### src/rtl/drt_enumerator_pkg.sv
// Shared types and constants for the DRT enumerator: FSM encodings, ROM layout
// (header/device word counts, word offsets) and the word-address helper.
package drt_enumerator_pkg;

  typedef enum logic [2:0] {
    ST_IDLE,
    ST_READ,
    ST_EMIT,
    ST_DONE,
    ST_ERROR
  } drt_state_t;

  typedef enum logic [1:0] {
    RD_IDLE,
    RD_REQ,
    RD_WAIT_ACK,
    RD_RELEASE
  } rd_state_t;

  localparam logic [31:0] HDR_WORDS = 32'd4;
  localparam logic [31:0] DEV_WORDS = 32'd4;

  localparam logic [1:0] OFF_ID_VER      = 2'd0;
  localparam logic [1:0] OFF_NUM_DEV     = 2'd1;
  localparam logic [1:0] OFF_DEV_ID      = 2'd0;
  localparam logic [1:0] OFF_DEV_INFO    = 2'd1;
  localparam logic [1:0] OFF_DEV_MEM_OFF = 2'd2;
  localparam logic [1:0] OFF_DEV_SIZE    = 2'd3;

  // Header words sit at base+k; device i word k at base+4+4*i+k (wraps mod 2^32).
  function automatic logic [31:0] word_adr(input logic [31:0] base,
                                           input logic        hdr,
                                           input logic [15:0] idx,
                                           input logic [1:0]  k);
    logic [31:0] adr;
    if (hdr) adr = base + {30'd0, k};
    else     adr = base + HDR_WORDS + DEV_WORDS * {16'd0, idx} + {30'd0, k};
    return adr;
  endfunction

endpackage

### src/rtl/drt_enumerator_wb_single_read.sv
// One-word Wishbone read engine: REQ -> WAIT_ACK -> RELEASE, with optional ack
// timeout when DRT_ENUM_TIMEOUT_EN is defined.
module drt_enumerator_wb_single_read #(
  parameter int TIMEOUT_CYCLES = 255
) (
  input  logic        clk,
  input  logic        rst,
  input  logic        go,
  input  logic [31:0] adr,
  output logic        rd_done,
  output logic        rd_err,
  output logic [31:0] rd_data,
  output logic        wbm_cyc_o,
  output logic        wbm_stb_o,
  output logic        wbm_we_o,
  output logic [31:0] wbm_adr_o,
  output logic [31:0] wbm_dat_o,
  input  logic [31:0] wbm_dat_i,
  input  logic        wbm_ack_i
);
  import drt_enumerator_pkg::*;

  rd_state_t   state_q, state_d;
  logic [31:0] data_q;
  logic        timeout;

`ifdef DRT_ENUM_TIMEOUT_EN
  localparam logic [15:0] TO_LAST = 16'(TIMEOUT_CYCLES - 1);
  logic [15:0] to_cnt_q;

  always_ff @(posedge clk) begin
    if (rst)                           to_cnt_q <= '0;
    else if (state_q == RD_REQ)        to_cnt_q <= '0;
    else if (state_q == RD_WAIT_ACK)   to_cnt_q <= to_cnt_q + 16'd1;
  end

  assign timeout = (state_q == RD_WAIT_ACK) && !wbm_ack_i && (to_cnt_q == TO_LAST);
`else
  logic [31:0] unused_timeout;
  assign unused_timeout = 32'(TIMEOUT_CYCLES);
  assign timeout        = 1'b0;
`endif

  always_ff @(posedge clk) begin
    if (rst) begin
      state_q <= RD_IDLE;
      data_q  <= '0;
    end else begin
      state_q <= state_d;
      if (state_q == RD_WAIT_ACK && wbm_ack_i) data_q <= wbm_dat_i;
    end
  end

  // A held ack from the previous read keeps us in RELEASE; go may chain the next REQ.
  always_comb begin
    state_d = state_q;
    rd_done = 1'b0;
    rd_err  = 1'b0;
    case (state_q)
      RD_IDLE:     if (go) state_d = RD_REQ;
      RD_REQ:      state_d = RD_WAIT_ACK;
      RD_WAIT_ACK: begin
        if (wbm_ack_i) state_d = RD_RELEASE;
        else if (timeout) begin
          state_d = RD_IDLE;
          rd_err  = 1'b1;
        end
      end
      RD_RELEASE:  begin
        if (!wbm_ack_i) begin
          rd_done = 1'b1;
          state_d = go ? RD_REQ : RD_IDLE;
        end
      end
      default:     state_d = RD_IDLE;
    endcase
  end

  assign rd_data   = data_q;
  assign wbm_cyc_o = (state_q == RD_REQ) || (state_q == RD_WAIT_ACK);
  assign wbm_stb_o = wbm_cyc_o;
  assign wbm_we_o  = 1'b0;
  assign wbm_dat_o = '0;
  assign wbm_adr_o = wbm_cyc_o ? adr : '0;

endmodule

### src/rtl/drt_enumerator.sv
// Boot-time Device ROM Table walker: reads the header, then streams one record per
// device. Optional ack timeout enabled with `define DRT_ENUM_TIMEOUT_EN.
module drt_enumerator #(
  parameter logic [31:0] DRT_BASE_ADR   = 32'h0000_0000,
  parameter logic [15:0] EXPECTED_ID    = 16'h0001,
  parameter int          MAX_DEVICES    = 16,
  parameter int          TIMEOUT_CYCLES = 255
) (
  input  logic        clk,
  input  logic        rst,
  input  logic        start,
  output logic        busy,
  output logic        done,
  output logic        error,
  output logic [15:0] drt_version,
  output logic [15:0] num_devices,
  output logic        dev_overflow,
  output logic        dev_valid,
  input  logic        dev_ready,
  output logic [15:0] dev_index,
  output logic [31:0] dev_id,
  output logic [31:0] dev_info,
  output logic [31:0] dev_mem_off,
  output logic [31:0] dev_size,
  output logic        wbm_cyc_o,
  output logic        wbm_stb_o,
  output logic        wbm_we_o,
  output logic [31:0] wbm_adr_o,
  output logic [31:0] wbm_dat_o,
  input  logic [31:0] wbm_dat_i,
  input  logic        wbm_ack_i
);
  import drt_enumerator_pkg::*;

  localparam logic [15:0] MAX_D = 16'(MAX_DEVICES);

  drt_state_t  state_q, state_d;
  logic        hdr_q;
  logic [1:0]  k_q;
  logic        rd_go, rd_done, rd_err;
  logic [31:0] rd_data, rd_adr;
  logic        id_bad, count_over, last_dev;
  logic [15:0] count_clamped;

  assign rd_adr        = word_adr(DRT_BASE_ADR, hdr_q, dev_index, k_q);
  assign id_bad        = rd_data[31:16] != EXPECTED_ID;
  assign count_over    = (rd_data[31:16] != 16'd0) || (rd_data[15:0] > MAX_D);
  assign count_clamped = count_over ? MAX_D : rd_data[15:0];
  assign last_dev      = (dev_index + 16'd1) == num_devices;

  drt_enumerator_wb_single_read #(
    .TIMEOUT_CYCLES(TIMEOUT_CYCLES)
  ) u_read (
    .clk       (clk),
    .rst       (rst),
    .go        (rd_go),
    .adr       (rd_adr),
    .rd_done   (rd_done),
    .rd_err    (rd_err),
    .rd_data   (rd_data),
    .wbm_cyc_o (wbm_cyc_o),
    .wbm_stb_o (wbm_stb_o),
    .wbm_we_o  (wbm_we_o),
    .wbm_adr_o (wbm_adr_o),
    .wbm_dat_o (wbm_dat_o),
    .wbm_dat_i (wbm_dat_i),
    .wbm_ack_i (wbm_ack_i)
  );

  always_ff @(posedge clk) begin
    if (rst) begin
      state_q      <= ST_IDLE;
      hdr_q        <= 1'b1;
      k_q          <= OFF_ID_VER;
      dev_index    <= '0;
      error        <= 1'b0;
      drt_version  <= '0;
      num_devices  <= '0;
      dev_overflow <= 1'b0;
      dev_id       <= '0;
      dev_info     <= '0;
      dev_mem_off  <= '0;
      dev_size     <= '0;
    end else begin
      state_q <= state_d;
      case (state_q)
        ST_IDLE: begin
          if (start) begin
            error        <= 1'b0;
            dev_overflow <= 1'b0;
            hdr_q        <= 1'b1;
            k_q          <= OFF_ID_VER;
            dev_index    <= '0;
          end
        end
        ST_READ: begin
          if (rd_err) error <= 1'b1;
          else if (rd_done) begin
            if (hdr_q && k_q == OFF_ID_VER) begin
              if (id_bad) error <= 1'b1;
              else begin
                drt_version <= rd_data[15:0];
                k_q         <= OFF_NUM_DEV;
              end
            end else if (hdr_q) begin
              num_devices  <= count_clamped;
              dev_overflow <= count_over;
              hdr_q        <= 1'b0;
              k_q          <= OFF_DEV_ID;
            end else begin
              case (k_q)
                OFF_DEV_ID:      dev_id      <= rd_data;
                OFF_DEV_INFO:    dev_info    <= rd_data;
                OFF_DEV_MEM_OFF: dev_mem_off <= rd_data;
                OFF_DEV_SIZE:    dev_size    <= rd_data;
                default:         ;
              endcase
              // Wraps back to word 0, ready for the next device.
              k_q <= k_q + 2'd1;
            end
          end
        end
        ST_EMIT: if (dev_ready && !last_dev) dev_index <= dev_index + 16'd1;
        default: ;
      endcase
    end
  end

  // rd_go is only raised while the engine is idle or completing a read.
  always_comb begin
    state_d = state_q;
    rd_go   = 1'b0;
    case (state_q)
      ST_IDLE: begin
        if (start) begin
          state_d = ST_READ;
          rd_go   = 1'b1;
        end
      end
      ST_READ: begin
        if (rd_err) state_d = ST_ERROR;
        else if (rd_done) begin
          if (hdr_q && k_q == OFF_ID_VER) begin
            if (id_bad) state_d = ST_ERROR;
            else        rd_go   = 1'b1;
          end else if (hdr_q) begin
            if (count_clamped == 16'd0) state_d = ST_DONE;
            else                        rd_go   = 1'b1;
          end else if (k_q == OFF_DEV_SIZE) begin
            state_d = ST_EMIT;
          end else begin
            rd_go = 1'b1;
          end
        end
      end
      ST_EMIT: begin
        if (dev_ready) begin
          if (last_dev) state_d = ST_DONE;
          else begin
            state_d = ST_READ;
            rd_go   = 1'b1;
          end
        end
      end
      ST_DONE:  state_d = ST_IDLE;
      ST_ERROR: state_d = ST_IDLE;
      default:  state_d = ST_IDLE;
    endcase
  end

  assign busy      = (state_q == ST_READ) || (state_q == ST_EMIT);
  assign done      = state_q == ST_DONE;
  assign dev_valid = state_q == ST_EMIT;

endmodule

### config.mk
export PLATFORM = sky130hd
export DESIGN_NAME = drt_enumerator
export DESIGN_NICKNAME = d
export VERILOG_FILES = /design/src/rtl/drt_enumerator_pkg.sv /design/src/rtl/drt_enumerator_wb_single_read.sv /design/src/rtl/drt_enumerator.sv
export SDC_FILE = /design/constraint.sdc
export NUM_CORES = 1
export LEC_CHECK = 0
export BUFFER_PORTS_ARGS = -buffer_cell sky130_fd_sc_hd__buf_2
export CAP_MARGIN = 20
export CELL_PAD_IN_SITES_DETAIL_PLACEMENT = 0
export CELL_PAD_IN_SITES_GLOBAL_PLACEMENT = 1
export CORE_MARGIN = 4
export CORE_UTILIZATION = 33
export CTS_BUF_LIST = sky130_fd_sc_hd__clkbuf_8 sky130_fd_sc_hd__clkbuf_16
export CTS_CLUSTER_SIZE = 40
export DETAILED_ROUTE_END_ITERATION = 10
export HOLD_SLACK_MARGIN = 0.06
export MAX_ROUTING_LAYER = met4
export PLACE_DENSITY = 0.74
export SYNTH_ARGS = -nofsm -noshare
export SYNTH_HDL_FRONTEND = slang
export SYNTH_SLANG_ARGS = --single-unit
export TNS_END_PERCENT = 20
### constraint.sdc
create_clock -name clk -period 2.8 [get_ports clk]
set_input_delay 0.28 -clock clk [delete_from_list [all_inputs] [get_ports clk]]
set_output_delay 0.28 -clock clk [all_outputs]
set_load 0.03 [all_outputs]
After elaboration in Yosys (flattened, before gate mapping). Index checks and enable logic that the tools add are counted. W data, S select, Z words.

Flip-flop bits (word level): 218. Bits in latches: 0. Bits in writable memories: 0. Memory bits (read-only): 0. Input port bits: 37. Output and inout port bits: 248. Logic and storage cells: 127. Memories kept: 0.

Add/sub/neg operators: 4. $mul: 0. Div/mod/pow operators: 0. Magnitude comparators: 1. Eq/ne operators: 26. Shifts and indexed selects: 0. Multiplexer cells: 52. Bitwise gates (word level): 3. Reduce and logical (&&, ||, !) cells: 27.

Operators with widths (number): $mux W16 (3); $mux W20 (2); $pmux W16 S2 (1); $reduce_and A5 Y1 (6); $mux W3 (8); $mux W1 (22); $add A19 B2 Y20 (1); $add A3 B18 Y19 const A (1); $mux W2 (9); $add A16 B1 Y16 const B (1); $eq A16 B16 Y1 (1); $gt A16 B5 Y1 const B (1); $logic_not A16 Y1 (1); $ne A16 B1 Y1 const B (1); $ne A2 B2 Y1 const B (8); $reduce_and A4 Y1 (4); $reduce_bool A16 Y1 (1); $pmux W3 S3 (1); $eq A2 B2 Y1 const B (4); $ne A4 B4 Y1 const B (2); $pmux W2 S4 (1); $eq A3 B2 Y1 const B (2); $ne A2 B1 Y1 const B (3); $ne A3 B3 Y1 const B (2); other kinds (15) (27).

Logic depth before layout (Yosys ltp). Gate-level depths: netlist of run 1.

Depth after elaboration: 12. Depth in mapped cells: 12. Depth with buffers taken out: 9.

Modules after synthesis. Synthesis of run 1 repeated with hierarchy kept, for this count alone.

Cell total of the unflattened synthesis: 1261. Area total of the unflattened synthesis: 9773.1 sq um.

Modules (own cells, without submodules): drt_enumerator (times used 1, cells each 1029, area an instance 7996.4 sq um, sequential area each 3683.5 sq um); drt_enumerator_wb_single_read (times used 1, cells each 232, area an instance 1776.7 sq um, sequential area each 680.7 sq um).

Least setup slack after synthesis of run 1. OpenSTA, ideal clock, no wires.

Path type: register to register. Start point: register dev_index[0]. End point: register dev_index[12]. Library setup time: 0.070 ns. Data arrival time: 3.019 ns. Data required time: 2.730 ns. Setup slack: -0.289 ns. Stages on the path, launching flop included: 11. Buffers on the path: 1. Clock period less this slack: 3.089 ns. Path through: dfxtp_1 -> ha_1 -> nand4_4 -> nor4_4 -> o21a_1 -> o221ai_1 -> or4_4 -> o22ai_4 -> buf_6 -> o21ai_2 -> a21oi_2.

Cells in the longest elaborated chain, start to end: 6. Elaborated cells on any way between the ends: 8. Those cells by class: add/sub (1); eq/ne (2); mux (2); reduce/logical (3).

RTL lines: start: declaration (RTL line drt_enumerator.sv:20) `output logic [15:0] dev_index,`; start signal: assignment (RTL line drt_enumerator.sv:123) `ST_EMIT: if (dev_ready && !last_dev) dev_index <= dev_index + 16'd1;`; $add A16 B1 Y16 * (RTL line drt_enumerator.sv:49, drt_enumerator.sv:123); $eq A16 B16 Y1 (RTL line drt_enumerator.sv:49) `assign last_dev = (dev_index + 16'd1) == num_devices;`; $logic_not A1 Y1 (RTL line drt_enumerator.sv:123); $logic_and A1 B1 Y1 (RTL line drt_enumerator.sv:123); $ne A2 B1 Y1 (no source line); $reduce_and A3 Y1 (no source line).

Mark *: on every way between the ends. The rest lies on a longest branch, timed or not. The select of a mux whose other input is x is not followed. A chain may end at the register's enable or synchronous reset.

Worst setup path in the final report of run 1.
Start point: register dev_index[1]. End point: register u_read.state_q[1].

Cells in the longest elaborated chain, start to end: 7.

RTL lines: $add A16 B1 Y16 (RTL line drt_enumerator.sv:49); $eq A16 B16 Y1 (RTL line drt_enumerator.sv:49); $mux W1 (RTL line drt_enumerator.sv:158) `if (last_dev) state_d = ST_DONE;`; $mux W1 (RTL line drt_enumerator.sv:157) `if (dev_ready) begin`; $pmux W1 S3 (RTL line drt_enumerator.sv:133) `case (state_q)`; $ne A2 B1 Y1 (no source line); $reduce_and A3 Y1 (no source line); end signal: assignment (RTL line drt_enumerator_wb_single_read.sv:49) `state_q <= state_d;`; end: declaration (RTL line drt_enumerator_wb_single_read.sv:23) `rd_state_t state_q, state_d;`.

No other way between the ends.

==> impl_metrics.py, run 1 <==
metrics = {
    "synth": {
        "syn_area_per_cell_um2": 7.82,
        "syn-cell-area_um2": 9400,
        "synth_area_leaders": "dfxtp_1, nand2_1, a21oi_1",
        "syn_inst": 1202,
        "synth_flop_cell": "dfxtp_1",
        "synth.top_cell.area_share_pct": 46.4,
        "synth_cell_type_count": 64,
        "ys_seq_area_share_pct": 46.4,
        "yosys.area.top_type": "dfxtp_1",
        "async_flop_share_pct": 0,
        "synth_edf_count": 0,
        "synth_warnings": 0,
        "synth-seq-cells": 218,
    },
    "timing": {
        "slew_violations": 0,
        "finalClockSkew_ns": 0.0148,
        "report.final.hold_viol_count": 0,
        "fin_tns_setup_ns": 0,
        "fin_crit_sh_pct": 93.8,
        "tightest_slew_ns": 0.783,
        "slew_headroom_pct": 47.1,
        "clock.fmax_mhz": 381,
        "setup_viol": 0,
        "grt_setup_unrepaired": "false",
        "fin_crit_ns": 2.63,
    },
    "min_path": {
        "hold_path.class": "primary input to flop",
        "min_from": "dev_ready",
    },
    "setup_path": {
        "worst-path-max-fanout": 6,
        "cp_slowest_cell": "or4_4",
        "worstSetupPathType": "flop to flop",
        "startpoint_type": "flop",
        "crit_buf_inv": 1,
        "cp.arrival_ns": 3.02,
        "critPathLaunch": "dev_index[1]",
        "r2r_start": "dev_index[1]",
        "critPathMaxStageDelay_ns": 0.57,
        "cpLargestDelayFamily": "simple AND/OR/NAND/NOR gates",
        "crit_path_end_kind": "flop",
        "cp_cell_sequence": "ha_4, and4_2, and3_1, o21ai_1, o221ai_1, or4_4, buf_4, o21ai_4, a31oi_1, mux2i_1",
        "required_ns": 3.19,
    },
    "placement": {
        "place_hpwl_mm": 22.3,
        "place_area_um2": 11100,
        "numPortBuffers": 238,
        "gp_congestion": 0.867,
        "place_inst": 1804,
    },
    "run_status": {
        "status": "finished, final reports clean",
    },
    "detailed_routing": {
        "detail_route.first_pass.iterations": 6,
        "routed_wl_mm": 31.6,
        "wire_per_inst_um": 16.8,
        "ant_nets": 0,
        "vias": 8829,
        "vias_per_cell": 4.69,
        "first_iter_violations": 469,
        "drc": 0,
    },
    "power_and_ir_drop": {
        "power_w": 0.00783,
        "ir_worst_vdd_uv": 406,
        "p_leak_nw": 5.21,
        "p_per_area_nw_per_um2": 632,
    },
    "clock_tree": {
        "cts_tree": "done",
        "cts_sinks": 218,
        "h-tree-depth": 1,
        "clk_path_buf_depth": 3,
        "clkTransAtPathRegs_ns": 0.06,
        "cts-root-buf": "clkbuf_16",
        "clkLatencyLatePin_ns": 0.52,
        "cts_buffers": 25,
    },
    "final_layout": {
        "fill_cells": 2908,
        "finalNetCount": 1533,
        "layout_common_cells": "nand2_1, buf_2, dfxtp_1",
        "stdcell_area_um2": 12400,
        "area_growth_pct": 31.7,
        "diodes": 0,
        "final_cell_count_no_fill": 1881,
        "drive_gt1_share_pct": 26.9,
        "final_common_cell": "nand2_1",
        "utilization_pct": 44.3,
    },
    "floorplan": {
        "die_area_um2": 31300,
        "core_um2": 27900,
        "die_h_um": 177,
        "rows": 61,
        "io_pins": 285,
        "start_util_pct": 33.7,
        "die_x_um": 177,
    },
    "grt": {
        "track_usage_pct": 19.8,
        "grt_start_max_net_pins": 118,
        "grt_pass1_vias": 8430,
        "busiest_layer": "met2",
        "use_met3_pct": 4.51,
        "grt_util_met2_pct": 32.2,
        "gr-usage-met1_pct": 25.6,
        "grt_overflow": 0,
        "antenna_found_initial": 0,
        "grt_pass1_wl_mm": 48.4,
    },
    "flow_run": {
        "max-cap-violations": 0,
    },
}
tightest hold or removal path, delay by kind of cell:
family          cells  cell delay (ns)
buf+inv             1             0.10
compound gates      1             0.05
simple gates        1             0.10
final timing paths:
kind / endpoint / slack, ns / cells past startpoint
setup / recovery: u_read.state_q[1] / 0.17 / 10
hold / removal: state_q[1] / 0.08 / 3
hold reg to reg: dev_mem_off[4] / 0.45 / 2
setup reg to reg: u_read.state_q[1] / 0.17 / 10
area by class of cell:
| type | count | area, um2 | share of cell area, % |
|---|---|---|---|
| multi-input cells | 880 | 4480 | 36.2 |
| clock inverters | 12 | 158 | 1.27 |
| flip-flops and latches | 218 | 4380 | 35.4 |
| clock buffers | 31 | 708 | 5.72 |
| well taps | 378 | 473 | 3.82 |
| inverters | 15 | 56.3 | 0.455 |
| repair buffers | 347 | 2120 | 17.2 |
layer usage:
metal,wire [um],vias up
li1,-,4434
met1,14000,4068
met2,14700,280
met3,2300,47
met4,682,0
met5,0,-
cells by family after synthesis:
group                    after synthesis  share of synthesized area [%]
XOR/XNOR                              27                           2.81
multiplexers                           5                          0.546
buffers and inverters                149                           8.22
AO/OA/AOI/OAI                        253                           15.1
adder cells (fa/ha/maj)                9                           1.20
flip-flops                           218                           46.4
AND/OR/NAND/NOR                      540                           25.6
other                                  1                         0.0399
through the flow:
step / setup slack [ns] / hold WS (ns)
final: 0.173 / 0.0812
after global placement: 0.0644 / 0.439
after CTS: 0.0505 / 0.0760
after floorplan: 0.00710 / 0.416
after detailed placement: -0.00944 / 0.443
after global routing: 0.0182 / 0.105
synthesized netlist by cell type (4+ instances only):
master,instances
xor2_1,6
and2_0,4
and2_1,18
xnor2_1,19
nor3_1,9
dfxtp_1,218
buf_2,18
ha_1,9
o21ai_2,8
nand2_1,382
and3_1,8
inv_1,14
clkbuf_1,66
and4_1,4
o21ai_1,8
o21ai_0,7
nor4_1,9
or3_1,5
nand2b_1,8
mux2i_1,4
nor2b_1,4
buf_4,49
a21oi_1,196
a21oi_2,8
nand3_1,12
nor2_1,46
nand3b_1,7
sequential cells by signal (all words and copies together), names as in the netlist:
name	cells
u_read.rd_data	32
dev_index	16
dev_size	32
k_q	2
dev_mem_off	32
dev_overflow	1
state_q	3
drt_version	16
hdr_q	1
dev_id	32
u_read.state_q	2
num_devices	16
dev_info	32
error	1
timing repair:
action                                 CTS  global route
setup endpoints to repair                1            15
gates resized for setup                  2            11
pin swaps                                0             6
endpoints found under the hold margin   32             0
hold buffers                            32             0
setup buffers                            0             2
report_power, final:
group | internal, W | total [W] | switching, W
combinational | 0.000406 | 0.00116 | 0.000757
sequential | 0.00317 | 0.00323 | 0.0000674
clock | 0.00214 | 0.00343 | 0.00129
total | 0.00571 | 0.00783 | 0.00212
No activity file was read; power rests on OpenSTA's default activity.
==> run 2, diff against run 1 <==
- CORE_UTILIZATION: 33 -> 34
- PLACE_DENSITY: 0.74 -> 0.75
- SYNTH_HIERARCHICAL: not set -> 1
==> run 2 against run 1 <==
Clock skew grew 0.0079 ns. Total power grew 4.7%. Hold slack gained 0.074 ns. Cell area grew 6.8%. Flip-flop and latch count is the same. Die area grew 0.85%. Non-clock buffer count grew 31. Largest cell class unchanged.
==> impl_metrics.py, run 2 <==
metrics = {
    "setup_path": {
        "r2r_cells": 12,
        "cp_cell_sequence": "ha_4, and3_4, and3_4, buf_6, o22ai_2, a2111oi_2, nand3_2, o31ai_4, o21ai_2, a21o_1, a211oi_2, a311oi_2",
        "critPathMaxStageDelay_ns": 0.39,
        "cpMostUsedCell": "and3_4",
        "r2r_start": "dev_index[1]",
        "crit_buf_inv": 1,
        "timing.rr.end": "u_read/state_q[0]",
        "cp_slowest_cell": "dfxtp_4",
        "startpoint_type": "flop",
        "rrSetupSlack_ns": 0.05,
        "required_ns": 3.18,
        "worst-path-max-fanout": 5,
        "cp.arrival_ns": 3.13,
        "crit_path_end_kind": "flop",
        "worstSetupPathType": "flop to flop",
        "cpLargestDelayFamily": "compound AO/OA/AOI/OAI gates",
    },
    "min_path": {
        "whs_path_depth": 2,
        "min_from": "rst",
        "hold_path.class": "primary input to flop",
        "min_to": "dev_index[15]",
    },
    "floorplan": {
        "die_x_um": 178,
        "die_area_um2": 31500,
        "core_um2": 28100,
        "die_h_um": 178,
        "io_pins": 285,
        "start_util_pct": 34.8,
        "rows": 61,
    },
    "detailed_routing": {
        "vias_per_cell": 4.93,
        "first_iter_violations": 759,
        "vias": 9804,
        "wire_per_inst_um": 18.2,
        "detail_route.first_pass.iterations": 5,
        "ant_nets": 0,
        "drc": 0,
        "routed_wl_mm": 36.3,
    },
    "timing": {
        "fin_crit_sh_pct": 98.3,
        "setup_viol": 0,
        "slew_headroom_pct": 50.3,
        "hold_ws_ns": 0.155,
        "fin_crit_ns": 2.75,
        "report.final.hold_viol_count": 0,
        "grt_setup_unrepaired": "true",
        "slew_violations": 0,
        "fin_tns_setup_ns": 0,
        "tightest_slew_ns": 0.745,
        "clock.fmax_mhz": 363,
        "finalClockSkew_ns": 0.0227,
    },
    "synth": {
        "synth_cell_type_count": 85,
        "syn_area_per_cell_um2": 7.75,
        "syn_inst": 1261,
        "synth_warnings": 6,
        "ys_seq_area_share_pct": 44.7,
        "synth.top_cell.area_share_pct": 44.7,
        "async_flop_share_pct": 0,
        "synth-seq-cells": 218,
        "synth_edf_count": 0,
        "synth_area_leaders": "dfxtp_1, nand2_1, a21oi_1",
        "syn-cell-area_um2": 9770,
        "yosys.area.top_type": "dfxtp_1",
        "synth_common_cells": "nand2_1, dfxtp_1, a21oi_1",
        "synth_flop_cell": "dfxtp_1",
        "synth_most_common_cell": "nand2_1",
    },
    "final_layout": {
        "stdcell_area_um2": 13200,
        "layout_common_cells": "nand2_1, buf_2, a21oi_1, dfxtp_1, buf_4",
        "drive_gt1_share_pct": 28.2,
        "final_cell_count_no_fill": 1990,
        "fill_cells": 2870,
        "area_growth_pct": 35.3,
        "final_common_cell": "nand2_1",
        "finalNetCount": 1638,
    },
    "clock_tree": {
        "clkLatencyLatePin_ns": 0.54,
        "cts-root-buf": "clkbuf_16",
        "clkTransAtPathRegs_ns": 0.06,
        "cts_sinks": 218,
        "cts_tree": "done",
        "clk_path_buf_depth": 3,
        "h-tree-depth": 1,
        "cts_buffers": 25,
    },
    "power_and_ir_drop": {
        "ir_worst_vdd_uv": 388,
        "power_w": 0.00820,
        "p_per_area_nw_per_um2": 620,
        "p_leak_nw": 5.63,
    },
    "grt": {
        "grt_pass1_wl_mm": 55.0,
        "grt_overflow": 0,
        "antenna_found_initial": 1,
        "track_usage_pct": 22.5,
        "grt_start_max_net_pins": 150,
        "grt_pass1_vias": 9403,
    },
    "run_status": {
        "status": "finished, final reports clean",
    },
    "placement": {
        "place_inst": 1907,
        "place_area_um2": 11800,
        "numPortBuffers": 238,
        "gp_congestion": 0.879,
        "place_hpwl_mm": 25.7,
    },
    "flow_run": {
        "max-cap-violations": 0,
    },
}
run 2: changes by cell type after synthesis, moves of 7 or more:
cell / previous run / this run
nor2_1: 46 / 30
and2_1: 18 / 37
xnor2_1: 19 / 10
and3_1: 8 / 15
buf_2: 18 / 1
a21oi_2: 8 / 0
a21oi_1: 196 / 208
a22o_1: 0 / 7
buf_4: 49 / 40
o21ai_2: 8 / 1
o21ai_0: 7 / 27
nand3_1: 12 / 34
run 2: through the flow:
stage	setup WS [ns]	util, %
3_3_place_gp	0.00268	42.1
5_1_grt	-0.0744	47.1
3_5_place_dp	-0.0780	42.1
2_1_floorplan	0.00520	-
6_report	0.0488	47.1
4_1_cts	0.00357	46.5
run 2: logic make-up (layout without fill, tap and decap cells):
kind of cell,Yosys count,in the layout,synth area share (%)
simple gates,582,582,27.1
compound gates,293,293,17.0
flops,218,218,44.7
buf+inv,136,441,7.60
xor+xnor,17,17,1.97
fa+ha+maj,9,9,1.15
mux,4,4,0.461
other cells,2,48,0.0768
run 2: what timing repair did:
item | CTS | global route
gates resized for setup | 6 | 32
setup endpoints to repair | 13 | 19
pin swaps | 3 | 16
hold endpoints to repair | 32 | 0
setup buffers | 2 | 2
hold buffers | 32 | 0
run 2: layout make-up:
type                    instances  area, um2  share of cell area (%)
multi-input cells             952       5040                    38.1
diodes                          1       2.50                  0.0189
well taps                     378        473                    3.58
clock buffers                  32        722                    5.46
clock inverters                14        158                    1.19
repair buffers                378       2360                    17.9
inverters                      17       63.8                   0.483
flip-flops and latches        218       4400                    33.3
run 2: routing by layer:
layer,wire [um],vias to the layer above,track usage [%]
met4,809,0,5.35
met3,2780,47,4.79
met5,0,-,-
li1,-,4818,-
met1,16100,4602,30.4
met2,16500,337,34.8
run 2: report_power, final:
group	switching (W)	total [W]	internal [W]	leakage (nW)
sequential	0.0000652	0.00322	0.00316	1.77
clock	0.00136	0.00346	0.00210	0.454
combinational	0.00102	0.00151	0.000491	3.41
run 2: worst max-delay path by stage:
stage	startpoint	end	slack (ns)	depth (start not counted)
global placement	u_read/rd_data[24]	state_q[1]	0.003	9
global route	dev_index[1]	u_read/state_q[0]	-0.07	12
detailed placement	dev_index[0]	u_read/state_q[0]	-0.08	12
floorplan	dev_index[0]	u_read/state_q[0]	0.005	13
CTS	dev_index[1]	u_read/state_q[0]	0.004	13
finish	dev_index[1]	u_read/state_q[0]	0.05	12
==> run 3, diff against run 2 <==
- RECOVER_POWER: not set -> 25
==> run 3 against run 2 <==
Critical path depth unchanged. Largest power group unchanged. Flip-flop and latch count is the same. Wire length down 0.15%. Combinational power is essentially flat. Global-route usage stayed put. First-iteration DRC count is 6.1% lower. Clock power about the same. Setup slack got worse by 0.0044 ns. Clock skew down 0.0012 ns.
==> impl_metrics.py, run 3 (same netlist as run 2, synthesis figures left out) <==
metrics = {
    "run_status": {
        "status": "finished, final reports clean",
    },
    "timing": {
        "clock.fmax_mhz": 363,
        "slew_violations": 0,
        "slew_headroom_pct": 49.2,
        "grt_setup_unrepaired": "true",
        "fin_crit_ns": 2.76,
        "finalClockSkew_ns": 0.0215,
        "setup_slack_ns": 0.0444,
        "setup_viol": 0,
        "report.final.hold_viol_count": 0,
        "tightest_slew_ns": 0.762,
        "fin_crit_sh_pct": 98.4,
    },
    "grt": {
        "grt_pass1_wl_mm": 55.0,
        "grt_start_max_net_pins": 150,
        "grt_overflow": 0,
        "antenna_found_initial": 1,
        "grt_pass1_vias": 9403,
        "track_usage_pct": 22.5,
    },
    "floorplan": {
        "start_util_pct": 34.8,
        "die_area_um2": 31500,
        "die_x_um": 178,
        "core_um2": 28100,
        "rows": 61,
        "die_h_um": 178,
        "io_pins": 285,
    },
    "detailed_routing": {
        "first_iter_violations": 713,
        "detail_route.first_pass.iterations": 5,
        "vias": 9852,
        "drc": 0,
        "vias_per_cell": 4.95,
        "ant_nets": 0,
        "wire_per_inst_um": 18.2,
        "routed_wl_mm": 36.2,
    },
    "min_path": {
        "hold_path.class": "primary input to flop",
        "whs_path_depth": 2,
    },
    "clock_tree": {
        "cts_tree": "done",
        "cts_sinks": 218,
        "clkTransAtPathRegs_ns": 0.06,
        "cts-root-buf": "clkbuf_16",
        "clk_path_buf_depth": 3,
        "clkLatencyLatePin_ns": 0.54,
        "h-tree-depth": 1,
        "cts_buffers": 25,
    },
    "power_and_ir_drop": {
        "p_per_area_nw_per_um2": 626,
        "ir_worst_vdd_uv": 379,
        "swShare_pct": 29.9,
        "p_sw_w": 0.00245,
        "pwr-share-seq_pct": 39.3,
        "power_w": 0.00820,
        "combPwrFrac_pct": 18.4,
        "p_int_w": 0.00575,
        "p_clk_share_pct": 42.3,
        "p_leak_nw": 5.17,
    },
    "setup_path": {
        "critPathLaunch": "dev_index[1]",
        "timing.rr.end": "u_read/state_q[0]",
        "required_ns": 3.18,
        "endpoint": "u_read/state_q[0]",
        "worst-path-max-fanout": 5,
        "crit_path_end_kind": "flop",
        "worstSetupPathType": "flop to flop",
        "cp.arrival_ns": 3.14,
        "r2r_start": "dev_index[1]",
        "r2r_cells": 12,
        "rrSetupSlack_ns": 0.04,
        "startpoint_type": "flop",
    },
    "final_layout": {
        "finalNetCount": 1638,
        "multi_input_area_um2": 5040,
        "stdcell_area_um2": 13100,
        "drive_gt1_share_pct": 21.8,
        "area.sequential_um2": 4400,
        "area_growth_pct": 34.0,
        "final_cell_count_no_fill": 1990,
        "layout_common_cells": "nand2_1, a21oi_1, dfxtp_1",
        "final_common_cell": "nand2_1",
        "fill_cells": 2916,
    },
    "placement": {
        "place_inst": 1907,
        "place_hpwl_mm": 25.7,
        "place_area_um2": 11800,
        "numPortBuffers": 238,
        "dp_slack_ns": -0.0780,
        "gp_congestion": 0.879,
    },
    "flow_run": {
        "max-cap-violations": 0,
    },
}
-- run 3: cell count changes in the layout (fill, tap and decap cells not counted), sizes merged --
cell	before	now
buf	345	241
clkbuf	33	137
-- run 3: area by class of cell --
type / count / area share [%]
diodes: 1 / 0.0191
clock buffers: 32 / 5.51
well taps: 378 / 3.61
flip-flops and latches: 218 / 33.6
inverters: 17 / 0.487
clock inverters: 14 / 1.20
multi-input cells: 952 / 38.5
repair buffers: 378 / 17.0
-- run 3: stage by stage --
| stage | util [%] | hold WS, ns | setup TNS (ns) |
|---|---|---|---|
| after global routing | 46.6 | 0.169 | -0.139 |
| after global placement | 42.1 | 0.438 | 0 |
| after CTS | 46.5 | 0.143 | 0 |
| after detailed placement | 42.1 | 0.443 | -0.484 |
| final | 46.6 | 0.147 | 0 |
| after floorplan | - | 0.416 | 0 |
-- run 3: worst min path at each step --
stage	from	endpoint	slack [ns]
2_1_floorplan	wbm_dat_i[17]	u_read/rd_data[17]	0.42
3_3_place_gp	drt_version[14]	drt_version[14]	0.44
4_1_cts	rst	dev_mem_off[7]	0.14
3_5_place_dp	drt_version[3]	drt_version[3]	0.44
6_report	rst	dev_index[15]	0.15
5_1_grt	rst	drt_version[12]	0.17
-- run 3: what timing repair did --
| action | CTS | global route |
|---|---|---|
| hold endpoints to repair | 32 | 0 |
| pin swaps | 3 | 16 |
| setup buffers | 2 | 2 |
| hold buffers | 32 | 0 |
| endpoints found under the setup margin | 13 | 19 |
| gates resized for setup | 6 | 32 |
-- run 3: routing by layer --
layer / vias to the layer above / GRT usage, % / share of wire, %
li1: 4829 / - / -
met1: 4627 / 30.4 / 44
met2: 346 / 34.8 / 45
met3: 50 / 4.79 / 7.8
met4: 0 / 5.35 / 2.3
met5: - / - / 0
-- run 3: power by group through the flow --
| stage | Combinational (W) | Sequential (W) | Clock, W |
|---|---|---|---|
| finish | 0.00151 | 0.00322 | 0.00347 |
| global route | 0.00165 | 0.00323 | 0.00366 |
| CTS | 0.00147 | 0.00322 | 0.00353 |
| detailed placement | 0.00143 | 0.00329 | 0 |
| global placement | 0.00141 | 0.00329 | 0 |
| floorplan | 0.000953 | 0.00330 | 0 |
-- run 3: critical path, stage by stage, from the launching register on --
cell and delay, ns:
dfxtp_4 0.39, ha_4 0.16, and3_4 0.19, and3_4 0.19, buf_6 0.10, o22ai_2 0.07, a2111oi_2 0.39, nand3_2 0.17
o31ai_4 0.28, o21ai_2 0.09, a21o_1 0.22, a211oi_2 0.25, a311oi_2 0.12
